<file path="src/rtl/dmux4_rr_dispatcher_pkg.sv">
// Shared types and constants for the 4-way round-robin dispatcher.
package dmux4_rr_dispatcher_pkg;

  typedef enum logic {
    ST_IDLE = 1'b0,
    ST_HOLD = 1'b1
  } state_t;

  localparam logic MODE_RR    = 1'b0;
  localparam logic MODE_FIXED = 1'b1;

  // Channel after c, wrapping 3 -> 0.
  function automatic logic [1:0] next_ch(input logic [1:0] c);
    return c + 2'd1;
  endfunction

endpackage

</file>
<file path="src/rtl/dmux4_rr_dispatcher_rr_pick4.sv">
// Rotating-priority encoder: first set bit of i_mask scanning i_ptr, i_ptr+1, .. mod 4.
module rr_pick4
  import dmux4_rr_dispatcher_pkg::*;
(
  input  logic [3:0] i_mask,
  input  logic [1:0] i_ptr,
  output logic [1:0] o_sel,
  output logic       o_any
);

  // Walk from the farthest offset back to i_ptr so the closest hit wins.
  always_comb begin
    logic [1:0] w_idx;
    w_idx = i_ptr;
    o_sel = i_ptr;
    o_any = 1'b0;
    for (int k = 3; k >= 0; k--) begin
      w_idx = i_ptr + 2'(k);
      if (i_mask[w_idx]) begin
        o_sel = w_idx;
        o_any = 1'b1;
      end
    end
  end

endmodule

</file>
<file path="src/rtl/dmux4_rr_dispatcher.sv">
// Single-source to four-consumer dispatcher with one-entry holding register.
// state   | meaning
// IDLE    | holding register empty, out_valid low
// HOLD    | holding register full, out_valid one-hot on cur_sel
module dmux4_rr_dispatcher
  import dmux4_rr_dispatcher_pkg::*;
#(
  parameter int W     = 16,
  parameter int CNT_W = 16
) (
  input  logic             i_clock,
  input  logic             i_reset,
  input  logic             i_in_valid,
  output logic             o_in_ready,
  input  logic [W-1:0]     i_in_data,
  input  logic             i_mode,
  input  logic [1:0]       i_fixed_sel,
  input  logic [3:0]       i_en_mask,
  output logic [3:0]       o_out_valid,
  input  logic [3:0]       i_out_ready,
  output logic [W-1:0]     o_out_data,
  output logic [1:0]       o_cur_sel,
  output logic [CNT_W-1:0] o_sent_count
);

  state_t           r_state;
  state_t           w_state_nxt;
  logic [W-1:0]     r_hold;
  logic [1:0]       r_sel;
  logic [1:0]       r_ptr;
  logic [CNT_W-1:0] r_cnt;

  logic       w_can_pick;
  logic       w_deliver;
  logic       w_accept;
  logic [1:0] w_scan_ptr;
  logic [1:0] w_rr_sel;
  logic       w_rr_any;
  logic [1:0] w_pick;

  assign w_can_pick = (i_mode == MODE_FIXED) | (|i_en_mask);
  assign w_deliver  = (r_state == ST_HOLD) & i_out_ready[r_sel];
  assign w_accept   = i_in_valid & o_in_ready;

  // A back-to-back reload must scan from the pointer as it will be after this delivery.
  assign w_scan_ptr = (r_state == ST_HOLD) ? next_ch(r_sel) : r_ptr;

  rr_pick4 u_pick (
    .i_mask (i_en_mask),
    .i_ptr  (w_scan_ptr),
    .o_sel  (w_rr_sel),
    .o_any  (w_rr_any)
  );

  assign w_pick = (i_mode == MODE_FIXED) ? i_fixed_sel : w_rr_sel;

  always_ff @(posedge i_clock or posedge i_reset) begin
    if (i_reset) r_state <= ST_IDLE;
    else         r_state <= w_state_nxt;
  end

  always_comb begin
    w_state_nxt = r_state;
    case (r_state)
      ST_IDLE: if (w_accept) w_state_nxt = ST_HOLD;
      ST_HOLD: if (w_deliver && !w_accept) w_state_nxt = ST_IDLE;
      default: w_state_nxt = ST_IDLE;
    endcase
  end

  always_comb begin
    o_out_valid = 4'b0000;
    o_out_data  = '0;
    o_in_ready  = 1'b0;
    case (r_state)
      ST_IDLE: o_in_ready = w_can_pick;
      ST_HOLD: begin
        o_out_valid = 4'b0001 << r_sel;
        o_out_data  = r_hold;
        o_in_ready  = w_deliver & w_can_pick;
      end
      default: ;
    endcase
    if (i_reset) o_in_ready = 1'b0;
  end

  always_ff @(posedge i_clock or posedge i_reset) begin
    if (i_reset) begin
      r_hold <= '0;
      r_sel  <= 2'd0;
      r_ptr  <= 2'd0;
      r_cnt  <= '0;
    end else begin
      if (w_deliver) begin
        r_cnt <= r_cnt + CNT_W'(1);
        r_ptr <= next_ch(r_sel);
      end
      if (w_accept) begin
        r_hold <= i_in_data;
        r_sel  <= w_pick;
      end
    end
  end

  assign o_cur_sel    = r_sel;
  assign o_sent_count = r_cnt;

endmodule

</file>
<file path="config.mk">
export PLATFORM = sky130hd
export DESIGN_NAME = dmux4_rr_dispatcher
export DESIGN_NICKNAME = d
export VERILOG_FILES = /design/src/rtl/dmux4_rr_dispatcher_pkg.sv /design/src/rtl/dmux4_rr_dispatcher_rr_pick4.sv /design/src/rtl/dmux4_rr_dispatcher.sv
export SDC_FILE = /design/constraint.sdc
export NUM_CORES = 1
export LEC_CHECK = 0
export BUFFER_PORTS_ARGS = -buffer_cell sky130_fd_sc_hd__buf_2
export CAP_MARGIN = 20
export CORE_AREA = 2 2 66 68
export DETAILED_ROUTE_END_ITERATION = 16
export DIE_AREA = 0 0 68 70
export MAX_ROUTING_LAYER = met4
export PLACE_DENSITY = 0.76
export SYNTH_ARGS = -nofsm -noshare
export SYNTH_HDL_FRONTEND = slang
export SYNTH_HIERARCHICAL = 1
export SYNTH_SLANG_ARGS = --single-unit
</file>
<file path="constraint.sdc">
create_clock -name i_clock -period 4.85 [get_ports i_clock]
set_input_delay 0.485 -clock i_clock [delete_from_list [all_inputs] [get_ports i_clock]]
set_output_delay 0.485 -clock i_clock [all_outputs]
set_load 0.01 [all_outputs]
</file>
==> results.rst, run 1 <==
.. list-table::
   :header-rows: 1

   * - Metric
     - Value
   * - Slew @ Worst Pin
     - 740.8 ps
   * - Maximum number of pins on one net before global-route repair
     - 38
   * - Critical-path cell with the highest stage delay
     - mux4_2
   * - DR vias/cell
     - 4.973
   * - Fin. Hold Viols
     - 0
   * - Worst path cell trace
     - mux4_2 > nand2b_4 > and2_2 > buf_2
   * - Clock latency at the later pin of the worst-skew pair
     - between 200 and 300 ps
   * - Clk pin slew, worst setup/hold paths
     - about 80 ps
   * - Worst slack on hold paths
     - slightly below 300 ps
   * - Detail-routed net length per standard cell
     - roughly 13 µm
   * - Category of cells accounting for the largest share of critical-path delay
     - multiplexers
   * - Minimum period implied by the final worst setup slack
     - between 2000 and 2500 ps
   * - RSZ-0062 raised after global routing
     - false
   * - Max Freq
     - roughly 430 MHz
   * - Initial antenna violation count
     - 0
   * - 1st-iter DRT viols
     - 37
   * - Global-route wire length before repair
     - roughly 6.3 mm
   * - Effective utilization at floorplan
     - 47.61%
   * - Worst reg2reg setup slack
     - around 2600 ps
   * - Count of hold-fix buffers inserted at cts
     - 0
   * - Mapped Cells
     - approximately 170
   * - Critical Path RT
     - around 4400 ps
   * - Count of standard-cell rows
     - 24
   * - Sequential cell area in the final layout
     - 925.9 µm²
   * - Max stage delay on crit path
     - 580 ps
   * - Synth Cell Area
     - between 1500 and 2000 µm²
   * - Diodes inserted
     - 0
   * - Warning count from the yosys run
     - 6
   * - Critical-path maximum fanout
     - 7
   * - Layout-stage area growth over the synthesis result
     - 23.46%
   * - Die span in y
     - 70 µm
   * - Level count of the clock H-tree
     - 2
   * - Total congestion overflow after global routing
     - 0
   * - Share of cells above drive strength 1
     - between 40% and 50%
   * - Number of pins with negative max-slew slack in the final report
     - 0
   * - Vias
     - about 1500
   * - Leakage power figure
     - between 1 and 1.5 nW
   * - Number of CTS-inserted buffers
     - 5
   * - Crit Path Class
     - reg2out
   * - Hold crit path type
     - in2async
   * - Floorplan die width
     - 68 µm
   * - Critical path capture point type
     - output port
   * - Total of cells resized after clock tree synthesis
     - 0
   * - Post-route total power
     - roughly 1.2 mW
   * - Clock tree from TritonCTS
     - yes
   * - Number of nets in the synthesized netlist
     - 208
   * - Area of the multi-input gates
     - ~980 µm²
   * - Max IR drop VDD
     - 307.0 µV
   * - Vias in the first global route
     - about 1400
   * - Arrival time of data at the critical path endpoint
     - roughly 1900 ps
   * - Max-cap violations
     - 0
   * - Worst slew margin relative to its limit
     - 50.61%
   * - Core footprint
     - 4144 µm²
   * - Nets
     - 279
   * - Setup TNS
     - 0 ps
   * - Die footprint
     - ~4800 µm²
   * - RePlAce Congestion
     - 0.7861
   * - Total power per unit cell area
     - between 400 and 500 nW/µm²
   * - Clock root cell
     - clkbuf_8
   * - Placed Instances
     - 289
   * - # IOs
     - 69
   * - Number of nets with antenna violations after routing
     - 0
   * - Post-detailed-routing wire length
     - 3.928 mm
   * - Final std cells w/o fill
     - 297
   * - Worst Slack Setup Final
     - ~2500 ps
   * - Worst path buffer plus inverter count
     - 1
   * - Startpoint type of the worst setup path
     - flip-flop
   * - Total setup buffers inserted after CTS
     - 0
   * - Post-DP HPWL
     - 2.886 mm
   * - Number of clock sinks seen by CTS
     - 37
   * - Post-synthesis area per instance
     - 11.41 µm²
   * - Minimum setup slack after placement
     - 2601 ps
   * - IO buf count
     - a little under 70
   * - Overall global routing resource usage
     - between 10% and 20%
   * - Post-route DRC
     - 0
   * - Maximum buffer depth of the clock tree
     - 2
   * - Count of final setup violators
     - 0
   * - Part of the cycle the worst path needs
     - between 40% and 50%
   * - Outcome
     - complete, no violations
   * - Clock tree skew after final layout
     - around 6.5 ps
   * - Number of optimization iterations in the first detailed-route pass
     - 4
   * - Layout fillers
     - about 360
[per-layer routing]
metal / share of wire (%) / wire length, µm / vias up / GRT usage (%)
met4: 0.20 / 8 / 0 / 4.000
met5: 0 / 0 / - / -
met2: 47 / 1855 / 49 / 28.80
li1: - / - / 737 / -
met1: 46 / 1816 / 689 / 22.34
met3: 6.3 / 249 / 2 / 5.314
[per-stage QoR]
stage          cell area [µm²]  util, %
4_1_cts                   2436    58.79
2_1_floorplan             1973        -
3_3_place_gp              2340    56.46
6_report                  2436    58.79
3_5_place_dp              2340    56.46
5_1_grt                   2436    58.79
[worst min-delay path: stages]
cell and delay (ps):
buf_2 100, inv_1 40, buf_4 390
[worst paths after layout]
check | startpoint | endpoint | cells past startpoint
worst max register to register | r_state | o_cur_sel[1] | 6
worst max-delay path | o_cur_sel[0] | o_in_ready | 4
max in group asynchronous | i_reset | r_hold[4] | 3
worst min register to register | o_sent_count[15] | o_sent_count[15] | 1
min in group i_clock | i_in_data[12] | r_hold[12] | 2
worst min-delay path | i_reset | r_hold[6] | 3
[power by group]
part / total, mW / switching, mW / internal (mW)
clock: 0.226 / 0.111 / 0.115
sequential: 0.499 / 0.101 / 0.399
combinational: 0.471 / 0.224 / 0.248
total: 1.20 / 0.435 / 0.762
[cells in the final DEF, fill, tap and decap left out, types with 5 or more instances in the layout]
master / n
inv_1: 5
dfrtp_1: 37
mux2i_1: 5
and2_1: 20
xnor2_1: 8
mux2_2: 11
nor3_1: 5
nand2_1: 13
nand3_1: 7
xor2_1: 7
clkbuf_8: 6
buf_2: 68
mux2_4: 7
ha_1: 5
[flip-flops by register name, indices dropped and copies added, names as in the netlist]
signal,flops
o_sent_count,16
r_hold,16
o_cur_sel,2
r_ptr,2
r_state,1
[final cells by class]
type	count	area share (%)
clock inverter	2	0.5650
timing repair buffer	69	14.28
inverter	5	0.7704
multi-input combinational	126	40.32
sequential	37	38.01
tap	52	2.671
clock buffer	6	3.390
Power figures use the tool's default switching activity.
==> inputs of run 2 (changes only) <==
--- a/config.mk
+++ b/config.mk
@@ -5,13 +5,14 @@
 export SDC_FILE = /design/constraint.sdc
 export NUM_CORES = 1
 export LEC_CHECK = 0
+export ABC_AREA = 1
 export BUFFER_PORTS_ARGS = -buffer_cell sky130_fd_sc_hd__buf_2
 export CAP_MARGIN = 20
-export CORE_AREA = 2 2 66 68
+export CORE_AREA = 2 2 73 75
 export DETAILED_ROUTE_END_ITERATION = 16
-export DIE_AREA = 0 0 68 70
+export DIE_AREA = 0 0 75 77
 export MAX_ROUTING_LAYER = met4
-export PLACE_DENSITY = 0.76
+export PLACE_DENSITY = 0.72
 export SYNTH_ARGS = -nofsm -noshare
 export SYNTH_HDL_FRONTEND = slang
 export SYNTH_HIERARCHICAL = 1
==> constraint.sdc (replaced) <==
create_clock -name i_clock -period 2.36 [get_ports i_clock]
set_input_delay 0.236 -clock i_clock [delete_from_list [all_inputs] [get_ports i_clock]]
set_output_delay 0.236 -clock i_clock [all_outputs]
set_load 0.01 [all_outputs]
==> run 2 against run 1 <==
Utilization fell by 1.8 points. First-iteration DRC count rose to 2.7 times the previous value. Largest power group is now combinational cells. Die area rose by 21%. Highest routed layer unchanged. Setup slack got worse by 2300 ps. Register-to-register slack got worse by 2400 ps. Via count rose by 56%.
==> results.rst, run 2 <==
.. list-table::
   :header-rows: 1

   * - Metric
     - Value
   * - Worst slew margin relative to its limit
     - 62.17% (+12 points)
   * - Overall global routing resource usage
     - 20.05% (+2.1 points)
   * - Final Util
     - 57.01% (-1.8 points)
   * - Outcome
     - complete, no violations
   * - Total setup buffers inserted after CTS
     - 0 (unchanged)
   * - Die footprint
     - 5775 µm² (+21%)
   * - Core footprint
     - 4977 µm² (+20%)
   * - Commonest cells after routing, fill and taps aside
     - nand2_1, buf_2, inv_1
   * - Diodes inserted
     - 0 (unchanged)
   * - Detail-routed net length per standard cell
     - 10.86 µm (-18%)
   * - Most used cell, CP
     - nand2_1
   * - RSZ-0062 raised after global routing
     - false
   * - Total power per unit cell area
     - 1065 nW/µm² (+120%)
   * - Number of nets in the synthesized netlist
     - 383 (+84%)
   * - Arrival time of data at the critical path endpoint
     - 2380 ps (+520 ps)
   * - DR vias/cell
     - 4.738 (-4.7%)
   * - Vias in the first global route
     - 2103 (+52%)
   * - Number of optimization iterations in the first detailed-route pass
     - 4 (unchanged)
   * - Critical-path cell with the highest stage delay
     - dfrtp_1
   * - Post-DP HPWL
     - 3.901 mm (+35%)
   * - Critical Path RT
     - 2590 ps (-1780 ps)
   * - Minimum period implied by the final worst setup slack
     - around 2100 ps
   * - Synth Cell Area
     - 2379 µm² (+21%)
   * - Global-route wire length before repair
     - 9.045 mm (+43%)
   * - Hold crit path type
     - in2async
   * - 1st-iter DRT viols
     - 99 (+170%)
   * - Worst path buffer plus inverter count
     - 4 (+3)
   * - Number of clock sinks seen by CTS
     - 37 (unchanged)
   * - Worst reg2reg startpoint
     - o_cur_sel[1]
   * - Total of cells resized after clock tree synthesis
     - 0 (unchanged)
   * - Count of standard-cell rows
     - 26 (+8.3%)
   * - Share of cells above drive strength 1
     - 22.65% (-20 points)
   * - Number of CTS-inserted buffers
     - 5 (unchanged)
   * - Mapped Cells
     - 348 (+100%)
   * - Worst Reg-to-Reg Cells
     - 17 (+11)
   * - Crit Path Class
     - reg2reg
   * - Most frequent standard cell in the layout excluding fill and tap cells
     - nand2_1
   * - Max-cap violations
     - 0 (unchanged)
   * - Placed Instances
     - 478 (+65%)
   * - Endpoint of the worst register-to-register path
     - o_cur_sel[0]
   * - Critical-path maximum fanout
     - 5 (-2)
   * - Critical path capture point type
     - flip-flop
   * - Minimum setup slack after placement
     - 251.9 ps (-2349 ps)
   * - Count of hold-fix buffers inserted at cts
     - 0 (unchanged)
   * - Slew @ Worst Pin
     - 561.5 ps (-179.3 ps)
   * - Category of cells accounting for the largest share of critical-path delay
     - simple AND/OR/NAND/NOR gates
   * - Layout-stage area growth over the synthesis result
     - 19.31%
   * - Effective utilization at floorplan
     - 47.79% (+0.17 points)
   * - Count of final setup violators
     - 0 (unchanged)
   * - Post-route DRC
     - 0 (unchanged)
   * - Post-route total power
     - 3.021 mW (+150%)
   * - Warning count from the yosys run
     - 6 (unchanged)
   * - Nets
     - 450 (+61%)
   * - Floorplan die width
     - 75 µm (+10%)
   * - Clock root cell
     - clkbuf_8
   * - Post-synthesis area per instance
     - 6.835 µm² (-40%)
   * - Level count of the clock H-tree
     - 2 (unchanged)
   * - Fin. Hold Viols
     - 0 (unchanged)
   * - Worst reg2reg setup slack
     - 220 ps (-2390 ps)
   * - Final std cells w/o fill
     - 485 (+63%)
   * - Part of the cycle the worst path needs
     - between 90% and 100%
   * - Worst path cell trace
     - inv_1 > ha_1 > nand2_1 > o21ai_0 > inv_2 > nand2_1 > nand2_1 > nand2_1 > nand2_1 > inv_2 > nand2_1 > nand3_1 > nand2_1 > inv_1 > o21ai_0 > nand4_1 > nand2_1
   * - Worst Slack Setup Final
     - 215.6 ps (-2289 ps)
   * - Cell Area, Placed
     - 2751 µm² (+18%)
   * - Post-detailed-routing wire length
     - 5.269 mm (+34%)
   * - # IOs
     - 69 (unchanged)
   * - Die span in y
     - 77 µm (+10%)
   * - Clk pin slew, worst setup/hold paths
     - 70 ps (about the same)
   * - Vias
     - 2298 (+56%)
   * - Max stage delay on crit path
     - 380 ps (-200 ps)
   * - Maximum buffer depth of the clock tree
     - 2 (unchanged)
   * - Maximum number of pins on one net before global-route repair
     - 38 (unchanged)
   * - Setup TNS
     - 0 ps (unchanged)
   * - Clock tree from TritonCTS
     - yes
   * - Leakage power figure
     - 1.736 nW (+32%)
   * - Clock tree skew after final layout
     - 6.826 ps (+0.3379 ps)
   * - Max Freq
     - between 400 and 500 MHz
   * - Startpoint type of the worst setup path
     - flip-flop
   * - Number of pins with negative max-slew slack in the final report
     - 0 (unchanged)
   * - Initial antenna violation count
     - 0 (unchanged)
   * - Worst slack on hold paths
     - 97.43 ps (-199.3 ps)
   * - Clock latency at the later pin of the worst-skew pair
     - 290 ps (about the same)
   * - Max IR drop VDD
     - 547.4 µV (+78%)
   * - Final Instance Area
     - 2838 µm² (+16%)
   * - IO buf count
     - 68 (unchanged)
   * - Number of nets with antenna violations after routing
     - 0 (unchanged)
   * - RePlAce Congestion
     - 0.8993 (+14%)
   * - Total congestion overflow after global routing
     - 0 (unchanged)
==> run 2: cell count changes in the layout (fill, tap and decap cells not counted), moves of 8 or more <==
| cell | previous run | this run |
|---|---|---|
| nand2_1 | 13 | 151 |
| inv_1 | 5 | 46 |
| and2_1 | 20 | 0 |
| nand4_1 | 4 | 22 |
| nor2_1 | 4 | 20 |
| mux2_2 | 11 | 0 |
| o21ai_0 | 4 | 12 |
==> run 2: cell type report <==
type	instances	area, µm²
fillers	493	2140
multi-input cells	246	1162
flip-flops and latches	37	925.9
repair buffers	73	377.9
inverters	52	197.7
well taps	70	87.58
clock buffers	7	86.33
==> run 2: how the worst max path moves through the flow <==
stage               cells past startpoint          from  slack, ps            to
CTS                                    18  o_cur_sel[1]        230  o_cur_sel[0]
global placement                       17  o_cur_sel[1]        330  o_cur_sel[0]
floorplan                              15  o_cur_sel[0]        270  o_cur_sel[1]
finish                                 17  o_cur_sel[1]        220  o_cur_sel[0]
global route                           15  o_cur_sel[1]         30  o_cur_sel[1]
detailed placement                     18  o_cur_sel[1]        250  o_cur_sel[0]
==> run 2: tightest hold or removal path: stages <==
cell	delay (ps)
buf_2	100
inv_1	70
buf_4	430
==> run 2: per-layer routing <==
| layer | track usage, % | vias to the layer above | share of wire [%] |
|---|---|---|---|
| met5 | - | - | 0 |
| met4 | 5.179 | 0 | 0.89 |
| met3 | 5.256 | 6 | 6.1 |
| met2 | 31.75 | 70 | 49 |
| met1 | 25.27 | 1017 | 44 |
| li1 | - | 1205 | - |
==> run 2: power breakdown <==
group          switching [mW]  internal, mW  total (mW)
clock                   0.214         0.232       0.445
combinational            1.03         0.578        1.61
sequential              0.141         0.829       0.969
total                    1.38          1.64        3.02
==> inputs of run 3 (changes only) <==
--- a/config.mk
+++ b/config.mk
@@ -8,12 +8,11 @@
 export ABC_AREA = 1
 export BUFFER_PORTS_ARGS = -buffer_cell sky130_fd_sc_hd__buf_2
 export CAP_MARGIN = 20
-export CORE_AREA = 2 2 73 75
+export CORE_AREA = 2 2 70 72
 export DETAILED_ROUTE_END_ITERATION = 16
-export DIE_AREA = 0 0 75 77
+export DIE_AREA = 0 0 72 74
 export MAX_ROUTING_LAYER = met4
-export PLACE_DENSITY = 0.72
+export PLACE_DENSITY = 0.73
 export SYNTH_ARGS = -nofsm -noshare
 export SYNTH_HDL_FRONTEND = slang
-export SYNTH_HIERARCHICAL = 1
 export SYNTH_SLANG_ARGS = --single-unit
==> run 3 against run 2 <==
Non-clock buffer count fell by 2. Synthesized area fell by 8.4%. Count of clock-buffer cells in the layout down 1. Synthesized cell count shrank 28%. Final cell count fell by 22%. Power grew 14%. Largest power group unchanged.
==> results.rst, run 3 <==
.. list-table::
   :header-rows: 1

   * - Metric
     - Value
   * - Portion of netlist area occupied by mux cells
     - between 10% and 20%
   * - Mapped Cells
     - 252 (-28%)
   * - Total congestion overflow after global routing
     - 0 (unchanged)
   * - Most frequent standard cell in the layout excluding fill and tap cells
     - nand2_1
   * - Critical Path RT
     - 2540 ps (-50 ps)
   * - Worst Slack Setup Final
     - 304.5 ps (+88.85 ps)
   * - Startpoint type of the worst setup path
     - flip-flop
   * - Int Power
     - 1.976 mW (+21%)
   * - Arrival time of data at the critical path endpoint
     - 2230 ps (-150 ps)
   * - Layout-stage area growth over the synthesis result
     - 22.85%
   * - Level count of the clock H-tree
     - 2 (unchanged)
   * - Slew @ Worst Pin
     - 547.2 ps (-14.28 ps)
   * - Synth cell count leaders
     - nand2_1, inv_1, dfrtp_1
   * - CP startpoint
     - o_cur_sel[0]
   * - Clock root cell
     - clkbuf_8
   * - Cell types occupying the most area after synthesis
     - dfrtp_1, nand2_1, mux2_4
   * - RSZ-0062 raised after global routing
     - false
   * - Number of pins with negative max-slew slack in the final report
     - 0 (unchanged)
   * - EDFF count, synth
     - 0
   * - Core footprint
     - 4598 µm² (-7.6%)
   * - Minimum period implied by the final worst setup slack
     - 2056 ps (-88.85 ps)
   * - Maximum buffer depth of the clock tree
     - 2 (unchanged)
   * - IO buf count
     - 68 (unchanged)
   * - Count of final setup violators
     - 0 (unchanged)
   * - Diodes inserted
     - 0 (unchanged)
   * - Area leader, netlist
     - dfrtp_1
   * - Portion of synthesized cell area occupied by the leading cell type
     - between 40% and 50%
   * - Adder-cell share of the synthesized area
     - roughly 2.9%
   * - Final Util
     - 58.23% (+1.2 points)
   * - Nets
     - 359 (-20%)
   * - Clk pin slew, worst setup/hold paths
     - 80 ps (about the same)
   * - Effective utilization at floorplan
     - 47.40% (-0.39 points)
   * - XOR/XNOR share of the synthesized area
     - 5.626%
   * - Number of CTS-inserted buffers
     - 5 (unchanged)
   * - Switching Fraction
     - 42.49% (-3.3 points)
   * - Max IR drop VDD
     - 595.6 µV (+8.8%)
   * - Number of nets with antenna violations after routing
     - 0 (unchanged)
   * - Max-cap violations
     - 0 (unchanged)
   * - Number of nets in the synthesized netlist
     - 287 (-25%)
   * - Total of flip-flops plus latches after synthesis
     - 37
   * - Warning count from the yosys run
     - 0 (-6)
   * - Total setup buffers inserted after CTS
     - 0 (unchanged)
   * - Maximum number of pins on one net before global-route repair
     - 38 (unchanged)
   * - Combinational group share of total power
     - 51.1% (-2.1 points)
   * - Sequential cell area fraction in the yosys report
     - a little over two fifths
   * - Critical path capture point type
     - flip-flop
   * - Worst slack on hold paths
     - 66.98 ps (-30.45 ps)
   * - Total of cells resized after clock tree synthesis
     - 0 (unchanged)
   * - Endpoint of the worst register-to-register path
     - o_cur_sel[0]
   * - Relative contribution of sequential cells to total power
     - 32.3% (+0.2 points)
   * - Fin. Hold Viols
     - 0 (unchanged)
   * - Max Freq
     - 486.5 MHz (+4.3%)
   * - Floorplan die width
     - 72 µm (-4.0%)
   * - Synth Cell Area
     - 2180 µm² (-8.4%)
   * - Commonest cells after routing, fill and taps aside
     - nand2_1, buf_2, inv_1
   * - Hold crit path type
     - in2async
   * - DR vias/cell
     - 4.773 (+0.74%)
   * - Post-route total power
     - 3.436 mW (+14%)
   * - Total power per unit cell area
     - 1283 nW/µm² (+21%)
   * - Crit Path Class
     - reg2reg
   * - Worst reg2reg startpoint
     - o_cur_sel[0]
   * - Simple logic cell fraction of the synthesized area
     - ~25%
   * - Die footprint
     - 5328 µm² (-7.7%)
   * - Post-route DRC
     - 0 (unchanged)
   * - Worst reg2reg setup slack
     - 300 ps (+90 ps)
   * - Count of standard-cell rows
     - 25 (-3.8%)
   * - Share of cells above drive strength 1
     - 33.54% (+11 points)
   * - Setup TNS
     - 0 ps (unchanged)
   * - Number of clock sinks seen by CTS
     - 37 (unchanged)
   * - Portion of total power attributed to the clock network
     - 16.6% (+1.9 points)
   * - RePlAce Congestion
     - 0.7803 (-13%)
   * - Cell variety after synth
     - 31
   * - Count of hold-fix buffers inserted at cts
     - 0 (unchanged)
   * - Outcome
     - complete, no violations
   * - Clock tree from TritonCTS
     - yes
   * - Worst slew margin relative to its limit
     - 63.39% (+1.2 points)
   * - Switching Power
     - 1.460 mW (+5.6%)
   * - # IOs
     - 69 (unchanged)
   * - Vias
     - 1809 (-21%)
   * - Vias in the first global route
     - 1663 (-21%)
   * - Clock tree skew after final layout
     - 9.360 ps (+2.534 ps)
   * - Post-DP HPWL
     - 3.348 mm (-14%)
   * - Global-route wire length before repair
     - 7.100 mm (-22%)
   * - Part of the cycle the worst path needs
     - 87.10% (-3.8 points)
   * - Post-detailed-routing wire length
     - 4.345 mm (-18%)
   * - Overall global routing resource usage
     - 17.52% (-2.5 points)
   * - Post-synthesis area per instance
     - 8.649 µm² (+27%)
   * - Minimum setup slack after placement
     - 331.9 ps (+79.99 ps)
   * - 1st-iter DRT viols
     - 100 (+1.0%)
   * - Worst Reg-to-Reg Cells
     - 15 (-2)
   * - Number of optimization iterations in the first detailed-route pass
     - 6 (+2)
   * - Most frequently used cell type in the post-synthesis netlist
     - nand2_1
   * - Most used DFF post-synth
     - dfrtp_1
   * - FFs w/ async S/R, synth
     - 100.0%
   * - Combinational family with the most area after synthesis
     - simple AND/OR/NAND/NOR gates
   * - Detail-routed net length per standard cell
     - 11.46 µm (+5.5%)
   * - Initial antenna violation count
     - 0 (unchanged)
   * - Die span in y
     - 74 µm (-3.9%)
   * - Worst setup path end
     - o_cur_sel[0]
   * - Synthesized-area fraction occupied by ao, oa, aoi and oai cells
     - under 10%
   * - Leakage power figure
     - 1.627 nW (-6.3%)
   * - Clock latency at the later pin of the worst-skew pair
     - 290 ps (about the same)
   * - Critical-path maximum fanout
     - 8 (+3)
run 3: changes by cell type in the layout (fill, tap and decap cells not counted), sizes merged, moves of 4 or more:
cell | before | now
nand2 | 154 | 88
inv | 52 | 42
o21ai | 18 | 7
mux2 | 0 | 16
nor2 | 20 | 12
xnor2 | 2 | 6
nand4 | 23 | 5
xor2 | 3 | 8
run 3: cell type report:
class                      count  area [µm²]
tap                           54       67.56
sequential                    37       925.9
inverter                      42       162.7
fill                         417        1921
multi-input combinational    167        1039
clock inverter                 2       37.54
timing repair buffer          71       362.8
clock buffer                   6       82.58
run 3: logic make-up (layout without fill, tap and decap cells):
kind of cell               count (synthesis)  after routing
adders and majority gates                  5              5
AOI/OAI and AO/OA                         11             11
DFF                                       37             37
xor gates and xnor gates                  14             14
muxes                                     16             16
buffers and inverters                     48            121
and+or+nand+nor                          121            121
run 3: worst max-delay path, cell delays in order, from the launching register on:
cell	delay [ps]
dfrtp_1	490
inv_2	110
ha_1	340
inv_1	60
nand2_1	40
nand2_1	190
nand2_1	70
nand2_1	80
nand2_1	60
and2_0	150
nand2_1	50
nand2_1	60
nand3_1	70
nand3_1	70
nand2_1	60
nand2_1	40
run 3: per-layer routing:
metal | global-route usage [%] | share of wire (%)
met5 | - | 0
met4 | 5.031 | 1.2
met3 | 5.285 | 7.2
met2 | 28.50 | 47
met1 | 21.27 | 45
run 3: metrics by stage:
step / std cells / area, µm²
after global routing: 379 / 2678
after global placement: 371 / 2557
after floorplan: 252 / 2180
after CTS: 379 / 2678
final: 379 / 2678
after detailed placement: 371 / 2557
run 3: how the worst min path moves through the flow:
stage | startpoint | to | slack [ps] | cells past startpoint
final | i_reset | r_hold[0] | 70 | 3
after global placement | i_reset | r_hold[3] | 410 | 3
after global routing | i_reset | r_hold[3] | 120 | 3
after CTS | i_reset | r_hold[3] | 90 | 3
after floorplan | i_in_data[0] | r_hold[0] | 380 | 1
after detailed placement | i_reset | r_state | 410 | 3
run 3: power by group through the flow:
| stage | Combinational (mW) | Clock, mW | Sequential [mW] |
|---|---|---|---|
| after CTS | 1.77 | 0.581 | 1.11 |
| after detailed placement | 1.77 | 0 | 1.11 |
| after global placement | 1.73 | 0 | 1.10 |
| after global routing | 2.00 | 0.612 | 1.15 |
| final | 1.76 | 0.570 | 1.11 |
| after floorplan | 1.37 | 0 | 1.07 |
